### config.mk
export PLATFORM = sky130hd
export DESIGN_NAME = pcs_scrambler_core_flat
export DESIGN_NICKNAME = d
export VERILOG_FILES = /design/src/rtl/pcs_scrambler_if.sv /design/src/rtl/pcs_scrambler_core.sv /design/src/flat_wrapper.sv
export SDC_FILE = /design/constraint.sdc
export NUM_CORES = 1
export LEC_CHECK = 0
export ABC_AREA = 1
export CAP_MARGIN = 10
export CELL_PAD_IN_SITES_DETAIL_PLACEMENT = 2
export CELL_PAD_IN_SITES_GLOBAL_PLACEMENT = 2
export CORE_MARGIN = 4
export CORE_UTILIZATION = 34
export CTS_BUF_LIST = sky130_fd_sc_hd__clkbuf_4
export DETAILED_ROUTE_END_ITERATION = 8
export PLACE_DENSITY = 0.9
export REMOVE_ABC_BUFFERS = 1
export SYNTH_ARGS = -nofsm -noshare
export SYNTH_HDL_FRONTEND = slang
export SYNTH_SLANG_ARGS = --single-unit
### constraint.sdc
create_clock -name i_clk -period 3.6 [get_ports i_clk]
set_input_delay 0.72 -clock i_clk [delete_from_list [all_inputs] [get_ports i_clk]]
set_output_delay 0.72 -clock i_clk [all_outputs]
set_load 0.005 [all_outputs]
### src/rtl/pcs_scrambler_if.sv
// Stream bundle for one side of the scrambler: payload word plus its 2-bit sync header.
// A word transfers on a rising edge where valid && ready; the master holds valid, data
// and hdr stable until that edge, and ready may depend combinationally on the far side.
interface pcs_scrambler_if #(
  parameter int DATA_WIDTH = 32
);
  logic                  valid;
  logic                  ready;
  logic [DATA_WIDTH-1:0] data;
  logic [1:0]            hdr;

  modport master (output valid, output data, output hdr, input ready);
  modport slave  (input valid, input data, input hdr, output ready);
endinterface

### src/rtl/pcs_scrambler_core.sv
// Self-synchronising 10GBASE-R scrambler (MODE 0) / descrambler (MODE 1), G(x) = 1 + x^39 + x^58,
// with one output register stage, header passthrough, bypass, flush and a descrambler lock flag.
module pcs_scrambler_core #(
  parameter int DATA_WIDTH = 32,
  parameter int MODE       = 0
) (
  input  logic            i_clk,
  input  logic            i_reset_n,
  pcs_scrambler_if.slave  s_in,
  pcs_scrambler_if.master m_out,
  input  logic            i_bypass,
  input  logic            i_flush,
  output logic            o_locked
);

  localparam int         LOCK_WORDS = (58 + DATA_WIDTH - 1) / DATA_WIDTH;
  localparam logic [1:0] LOCK_CNT   = LOCK_WORDS[1:0];

  logic [57:0]           lfsr_q;
  logic [57:0]           lfsr_next;
  logic [57:0]           s;
  logic [DATA_WIDTH-1:0] y;
  logic                  fb;
  logic                  acc;
  logic [1:0]            lock_cnt_q;
  logic [1:0]            cnt_next;
  logic                  lock_next;
  logic                  valid_q;
  logic [DATA_WIDTH-1:0] data_q;
  logic [1:0]            hdr_q;
  logic                  locked_q;

  assign s_in.ready  = !valid_q || m_out.ready;
  assign acc         = s_in.valid && s_in.ready;
  assign m_out.valid = valid_q;
  assign m_out.data  = data_q;
  assign m_out.hdr   = hdr_q;
  assign o_locked    = locked_q;

  // Bit-serial LFSR unrolled across the word; a flush in the same cycle seeds it with all ones.
  always_comb begin
    s  = i_flush ? '1 : lfsr_q;
    y  = '0;
    fb = 1'b0;
    for (int i = 0; i < DATA_WIDTH; i++) begin
      fb   = s[38] ^ s[57];
      y[i] = s_in.data[i] ^ fb;
      s    = {s[56:0], (MODE == 1) ? s_in.data[i] : y[i]};
    end
    lfsr_next = s;
  end

  always_comb begin
    cnt_next = i_flush ? 2'd0 : lock_cnt_q;
    if (acc && (cnt_next != LOCK_CNT)) begin
      cnt_next = cnt_next + 2'd1;
    end
    if (i_flush) begin
      lock_next = 1'b0;
    end else if (MODE == 1) begin
      lock_next = (cnt_next == LOCK_CNT);
    end else begin
      lock_next = 1'b1;
    end
  end

  always_ff @(posedge i_clk or negedge i_reset_n) begin
    if (!i_reset_n) begin
      lfsr_q     <= '1;
      valid_q    <= 1'b0;
      data_q     <= '0;
      hdr_q      <= 2'b00;
      locked_q   <= 1'b0;
      lock_cnt_q <= 2'd0;
    end else begin
      if (acc) begin
        lfsr_q  <= lfsr_next;
        data_q  <= i_bypass ? s_in.data : y;
        hdr_q   <= s_in.hdr;
        valid_q <= 1'b1;
      end else begin
        if (i_flush) begin
          lfsr_q <= '1;
        end
        if (m_out.ready) begin
          valid_q <= 1'b0;
        end
      end
      lock_cnt_q <= cnt_next;
      locked_q   <= lock_next;
    end
  end

endmodule
### src/flat_wrapper.sv
// flat-port wrapper written by rule: the top's interface ports become plain ports
module pcs_scrambler_core_flat 
#(
  parameter int DATA_WIDTH = 32,
  parameter int MODE       = 0
)
  (i_clk, i_reset_n, i_bypass, i_flush, o_locked, s_in_valid, s_in_data, s_in_hdr, s_in_ready, m_out_valid, m_out_data, m_out_hdr, m_out_ready);
  pcs_scrambler_if #(.DATA_WIDTH(DATA_WIDTH)) s_in_i ();
  pcs_scrambler_if #(.DATA_WIDTH(DATA_WIDTH)) m_out_i ();
  input  logic i_clk;
  input  logic i_reset_n;
  input  logic i_bypass;
  input  logic i_flush;
  output logic o_locked;
  input wire logic [$bits(s_in_i.valid)-1:0] s_in_valid;
  input wire logic [$bits(s_in_i.data)-1:0] s_in_data;
  input wire logic [$bits(s_in_i.hdr)-1:0] s_in_hdr;
  output wire logic [$bits(s_in_i.ready)-1:0] s_in_ready;
  output wire logic [$bits(m_out_i.valid)-1:0] m_out_valid;
  output wire logic [$bits(m_out_i.data)-1:0] m_out_data;
  output wire logic [$bits(m_out_i.hdr)-1:0] m_out_hdr;
  input wire logic [$bits(m_out_i.ready)-1:0] m_out_ready;
  assign s_in_i.valid = s_in_valid;
  assign s_in_i.data = s_in_data;
  assign s_in_i.hdr = s_in_hdr;
  assign s_in_ready = s_in_i.ready;
  assign m_out_valid = m_out_i.valid;
  assign m_out_data = m_out_i.data;
  assign m_out_hdr = m_out_i.hdr;
  assign m_out_i.ready = m_out_ready;
  pcs_scrambler_core #(.DATA_WIDTH(DATA_WIDTH), .MODE(MODE)) u_core (.i_clk(i_clk), .i_reset_n(i_reset_n), .s_in(s_in_i), .m_out(m_out_i), .i_bypass(i_bypass), .i_flush(i_flush), .o_locked(o_locked));
endmodule
==> qor.yml, run 1 <==
rsz0062_at_grt: "no"
clk_pin_slew_ns: 0.15
cts_tree: "built"
synth-seq-area-share: 0.480
criticalPathCategory: "input pin to output port"
grt_usage: 0.202
skew_ns: 0.00808
drc_errors: 0
ys_seq_elements: 94
synthTopCellsByArea: "dfstp_2 30%, nand2_1 22%, dfrtp_1 18%"
drv_cap: 0
grt_pass1_vias: 5454
yosysTopAreaCell: "dfstp_2"
hold_class: "input pin to async pin"
ant_nets: 0
r2r_cells: 6
outcome: "complete, no violations"
cts_sinks: 94
synth_most_common_cell: "nand2_1"
vdd_ir_drop_max_mv: 0.150
reg2reg_slack_ns: 1.94
synth_common_cells: "296 x nand2_1, 68 x o21ai_0, 65 x nand3_1"
grt_max_degree: 120
floorplan.initialDensity: 0.347
hold_slack_ns: 0.226
final_nets: 801
max_clock_freq_ghz: 0.383
worstMarginPinSlew_ns: 0.731
final_hold_viol_count: 0
synthDistinctLibCells: 16
fin_setup_tns_ns: 0
final-setup-viol-count: 0
crit_path_cell_trace: "clkdlybuf4s50_1, inv_1, nand2_1, clkdlybuf4s50_1"
firstDrtPassIters: 4
power_density_mw_per_mm2: 434
postSynthAreaPerCell_sq_um: 7.17
die_w_um: 130
met1_usage: 0.250
layout-drive-gt1-share: 0.121
drt-total-wl_mm: 16.3
critical_path_required_ns: 2.88
max-clock-path-buffers: 2
crit_fanout: 3
cp-end-kind: "output port"
coreArea_sq_mm: 0.0145
gp_congestion: 0.781
max_stage_delay_ns: 0.53
synth_edf_count: 0
worstSetupStartpointType: "input pin"
ys.flop_type: "dfstp_2"
h-tree-depth: 3
clkLatencyLatePin_ns: 0.46
ctsResizeCount: 0
power.leakage_uw: 0.00289
antenna_found_initial: 1
timing.critical_path.from: "m_out_ready"
crit_slowest_cell: "clkdlybuf4s50_1"
postCtsHoldBufs: 0
met3_usage: 0.0246
min_period_ns: 2.61
grtUsageMet2: 0.365
cpMostUsedCell: "clkdlybuf4s50_1"
pin_count: 77
drt-initial-drc-count: 204
worstPathArrival_ns: 1.89
period_share: 0.725
detailroute.via_count: 4924
dieHeight_um: 130
drv_slew: 0
vias_per_cell: 5.18
numCtsBuffers: 9
grt-busiest-layer: "met2"
hpwl_mm: 11.2
ys_warn_count: 0
netlist_area_sq_mm: 0.00505
portBuffers: 76
grt_overflow: 0
cts_root_buf: "clkbuf_4"
drt-wirelength-per-cell_um: 17.1
area_growth_pct: 19.5
reg2reg_from: "u_core.m_out.valid"
async_reset_ff_frac: 1.00
grt_pass1_wl_mm: 27.2
syn_inst: 704
r2r-end: "u_core.lfsr_q[11]"
slew_headroom: 0.513
dieArea_sq_mm: 0.0169
worstSetupEndpoint: "s_in_ready"
netlist.area_leader.share: 0.302
rows: 44
postCtsSetupBuffers: 0
==> power breakdown <==
part           switching (uW)  total [uW]  internal (uW)
Clock                     382         523            141
Sequential                105        1380           1280
Combinational             406         717            310
==> state kept, by name (all words and copies together) (netlist names) <==
name and count:
u_core.m_out.hdr 2, u_core.m_out.valid 1, u_core.lfsr_q 58, u_core.m_out.data 32, u_core.o_locked 1
==> cell type report <==
| class | instances | area (sq um) |
|---|---|---|
| tap | 184 | 230 |
| antenna | 1 | 2.50 |
| sequential | 94 | 2420 |
| multi-input combinational | 536 | 2280 |
| fill | 1737 | 8500 |
| inverter | 37 | 139 |
| clock inverter | 6 | 28.8 |
| clock buffer | 10 | 75.1 |
| timing repair buffer | 83 | 856 |
==> routing by layer <==
metal	wire length, um	vias up	share of wire
met4	263	0	0.016
li1	-	2363	-
met3	406	16	0.025
met2	8510	65	0.52
met1	7100	2480	0.44
met5	0	-	0
==> worst min path at each step <==
stage / start / depth (start not counted) / to
after floorplan: i_reset_n / 0 / u_core.m_out.data[0]
after detailed placement: u_core.m_out.data[29] / 2 / u_core.m_out.data[29]
after CTS: i_reset_n / 1 / u_core.m_out.data[20]
after global routing: i_reset_n / 1 / u_core.m_out.data[20]
after global placement: u_core.m_out.data[7] / 2 / u_core.m_out.data[7]
final: i_reset_n / 1 / u_core.m_out.data[14]
==> cells in the final DEF, fill, tap and decap left out, types with 2 or more instances in the layout <==
cell and instances:
a21oi_1 33, buf_12 4, buf_4 4, clkbuf_4 10, clkdlybuf4s50_1 74, clkinv_1 3, clkinv_2 2, dfrtp_1 36
dfstp_2 58, inv_1 36, nand2_1 295, nand3_1 65, nor2_1 52, nor2_2 6, o21ai_0 68, o21ai_1 11
o21ai_2 5
==> per-stage QoR <==
step           cells  utilization  instance area (sq um)  setup slack, ns  power [uW]
4_1_cts          950        0.415                   6030            0.966        2670
3_3_place_gp     934        0.408                   5930             1.02        2060
6_report         951        0.415                   6040            0.991        2620
2_1_floorplan    667            -                   4840           -0.697        1730
3_5_place_dp     934        0.408                   5930            0.965        2130
5_1_grt          951        0.415                   6040            0.925        2830
==> logic make-up after synthesis <==
kind of cell,Yosys count,synth area share
compound gates,117,0.120
buf+inv,74,0.0696
flops,94,0.480
simple gates,419,0.331
==> worst max-delay path, delay by kind of cell <==
kind	cells	cell delay (ns)
buf+inv	3	1.03
simple gates	1	0.13
(Power assumes the default switching activity.)
==> run 2, diff against run 1 <==
--- a/config.mk
+++ b/config.mk
@@ -10,10 +10,10 @@
 export CELL_PAD_IN_SITES_DETAIL_PLACEMENT = 2
 export CELL_PAD_IN_SITES_GLOBAL_PLACEMENT = 2
 export CORE_MARGIN = 4
-export CORE_UTILIZATION = 34
+export CORE_UTILIZATION = 31
 export CTS_BUF_LIST = sky130_fd_sc_hd__clkbuf_4
 export DETAILED_ROUTE_END_ITERATION = 8
-export PLACE_DENSITY = 0.9
+export PLACE_DENSITY = 0.83
 export REMOVE_ABC_BUFFERS = 1
 export SYNTH_ARGS = -nofsm -noshare
 export SYNTH_HDL_FRONTEND = slang
==> constraint.sdc (replaced) <==
create_clock -name i_clk -period 2.45 [get_ports i_clk]
set_input_delay 0.49 -clock i_clk [delete_from_list [all_inputs] [get_ports i_clk]]
set_output_delay 0.49 -clock i_clk [all_outputs]
set_load 0.005 [all_outputs]
==> qor.yml, run 2 (synthesis gave the netlist of run 1 again) <==
fin_setup_tns_ns: 0  # unchanged
ant_nets: 0  # unchanged
antenna_cells: 0  # was 1
h-tree-depth: 3  # unchanged
power_density_mw_per_mm2: 662  # was 434 mW/mm^2
coreArea_sq_mm: 0.0159  # was 0.0145 sq mm
hpwl_mm: 11.3  # was 11.2 mm
largest_reg_flops: 58  # unchanged
dieHeight_um: 136  # was 130 um
pre_cts_ws_ns: 0.295  # was 0.965 ns
grt_max_degree: 87  # was 120
worstPathArrival_ns: 1.65  # was 1.89 ns
drt-initial-drc-count: 152  # was 204
crit_slowest_cell: "clkdlybuf4s50_1"  # unchanged
vdd_ir_drop_max_mv: 0.227  # was 0.150 mV
path_delay_family: "buffers and inverters"  # unchanged
fillers: 1861  # was 1737
cts_sinks: 94  # unchanged
grt_usage: 0.180  # was 0.202
min_period_ns: 2.14
grt_overflow: 0  # unchanged
swShare: 0.320  # was 0.340
cp-end-kind: "output port"  # unchanged
internal-power_uw: 2770  # was 1730 uW
grt_pass1_wl_mm: 26.7  # was 27.2 mm
layout_common_cells: "295 x nand2_1, 74 x clkdlybuf4s50_1, 68 x o21ai_0"  # unchanged
slew_headroom: 0.537  # was 0.513
drt-total-wl_mm: 16.2  # was 16.3 mm
firstDrtPassIters: 4  # unchanged
max_stage_delay_ns: 0.53  # about the same
worstSetupStartpointType: "input pin"  # unchanged
clkLatencyLatePin_ns: 0.48  # was 0.46 ns
layout-drive-gt1-share: 0.128  # was 0.121
period_share: 0.872
p_comb_frac: 0.257  # was 0.273
final_nets: 803  # was 801
drt-wirelength-per-cell_um: 16.4  # was 17.1 um
clk_pin_slew_ns: 0.16  # was 0.15 ns
reg2reg_from: "u_core.m_out.valid"  # unchanged
detailroute.via_count: 4892  # was 4924
portBuffers: 76  # unchanged
crit_buf_inv: 3  # unchanged
crit_fanout: 3  # unchanged
max_clock_freq_ghz: 0.468
timing.critical_path.from: "m_out_ready"  # unchanged
antenna_found_initial: 0  # was 1
cts_root_buf: "clkbuf_4"  # unchanged
clockPowerShare: 0.243  # was 0.199
p_sw_uw: 1310  # was 893 uW
final_common_cell: "nand2_1"  # unchanged
max-clock-path-buffers: 2  # unchanged
cts_tree: "built"  # unchanged
power.leakage_uw: 0.00294  # was 0.00289 uW
hold_class: "input pin to async pin"  # unchanged
gp_congestion: 0.738  # was 0.781
final-setup-viol-count: 0  # unchanged
grt_pass1_vias: 5498  # was 5454
top_register: "u_core.lfsr_q"  # unchanged
rows: 46  # was 44
outcome: "complete, no violations"  # unchanged
postCtsSetupBuffers: 0  # unchanged
criticalPathCategory: "input pin to output port"  # unchanged
drv_cap: 0  # unchanged
critical_path_required_ns: 1.96  # was 2.88 ns
worstMarginPinSlew_ns: 0.694  # was 0.731 ns
seqPwrFrac: 0.499  # was 0.527
crit_path_cell_trace: "clkdlybuf4s50_1, inv_1, nand2_1, clkdlybuf4s50_1"  # unchanged
setup_ws_ns: 0.313  # was 0.991 ns
floorplan.initialDensity: 0.317  # was 0.347
numCtsBuffers: 9  # unchanged
pin_count: 77  # unchanged
final_hold_viol_count: 0  # unchanged
skew_ns: 0.0214  # was 0.00808 ns
drv_slew: 0  # unchanged
cpMostUsedCell: "clkdlybuf4s50_1"  # unchanged
drc_errors: 0  # unchanged
rsz0062_at_grt: "no"  # unchanged
ctsResizeCount: 0  # unchanged
area_growth_pct: 22.2  # was 19.5%
postCtsHoldBufs: 0  # unchanged
dieArea_sq_mm: 0.0184  # was 0.0169 sq mm
die_w_um: 136  # was 130 um
vias_per_cell: 4.97  # was 5.18
-- run 2: changes by cell type in the layout (fill, tap and decap cells not counted) --
cell / change
clkinv_2: +1
diode_2: -1
clkinvlp_4: -1
buf_12: +2
clkinv_1: -3
bufinv_16: +2
clkbuf_4: +1
-- run 2: area by class of cell --
type	instances	area, sq um	area share
flip-flops and latches	94	2420	0.393
multi-input cells	536	2280	0.370
clock inverters	5	75.1	0.0122
repair buffers	85	896	0.145
well taps	216	270	0.0438
clock buffers	11	82.6	0.0134
inverters	37	139	0.0225
-- run 2: path summary, 6_finish.rpt --
kind,endpoint,slack (ns),cells after the start
worst max register to register,u_core.lfsr_q[11],0.96,6
worst max-delay path,s_in_ready,0.31,4
worst min register to register,u_core.m_out.data[21],0.50,2
worst min-delay path,u_core.m_out.data[26],0.03,1
min in group i_clk,u_core.m_out.data[21],0.50,2
max in group asynchronous,u_core.lfsr_q[50],1.72,2
-- run 2: worst reg2reg max path, cell delays in order (launching register included) --
cell	delay [ns]
dfrtp_1	0.42
nand2_1	0.15
nand2_4	0.20
inv_2	0.13
buf_12	0.28
nand2_1	0.11
o21ai_0	0.11
-- run 2: through the flow --
step	instances	hold slack [ns]	util	power, uW	instance area, sq um
2_1_floorplan	667	0.194	-	2550	4840
3_3_place_gp	968	0.461	0.377	3040	6010
3_5_place_dp	968	0.465	0.377	3130	6010
4_1_cts	984	0.0125	0.387	4160	6170
5_1_grt	984	0.0375	0.387	4370	6170
6_report	984	0.0328	0.387	4080	6170
-- run 2: routing by layer --
layer / wire, um / track usage
met1: 7230 / 0.220
met4: 269 / 0.0577
met2: 8290 / 0.327
met3: 393 / 0.0253
met5: 0 / 0
-- run 2: power by group through the flow --
stage	registers, uW	clock network [uW]	logic, uW
final	2040	994	1050
after global routing	2070	1100	1190
after CTS	2040	1040	1080
after detailed placement	2060	0	1070
after global placement	2040	0	1000
after floorplan	2030	0	519
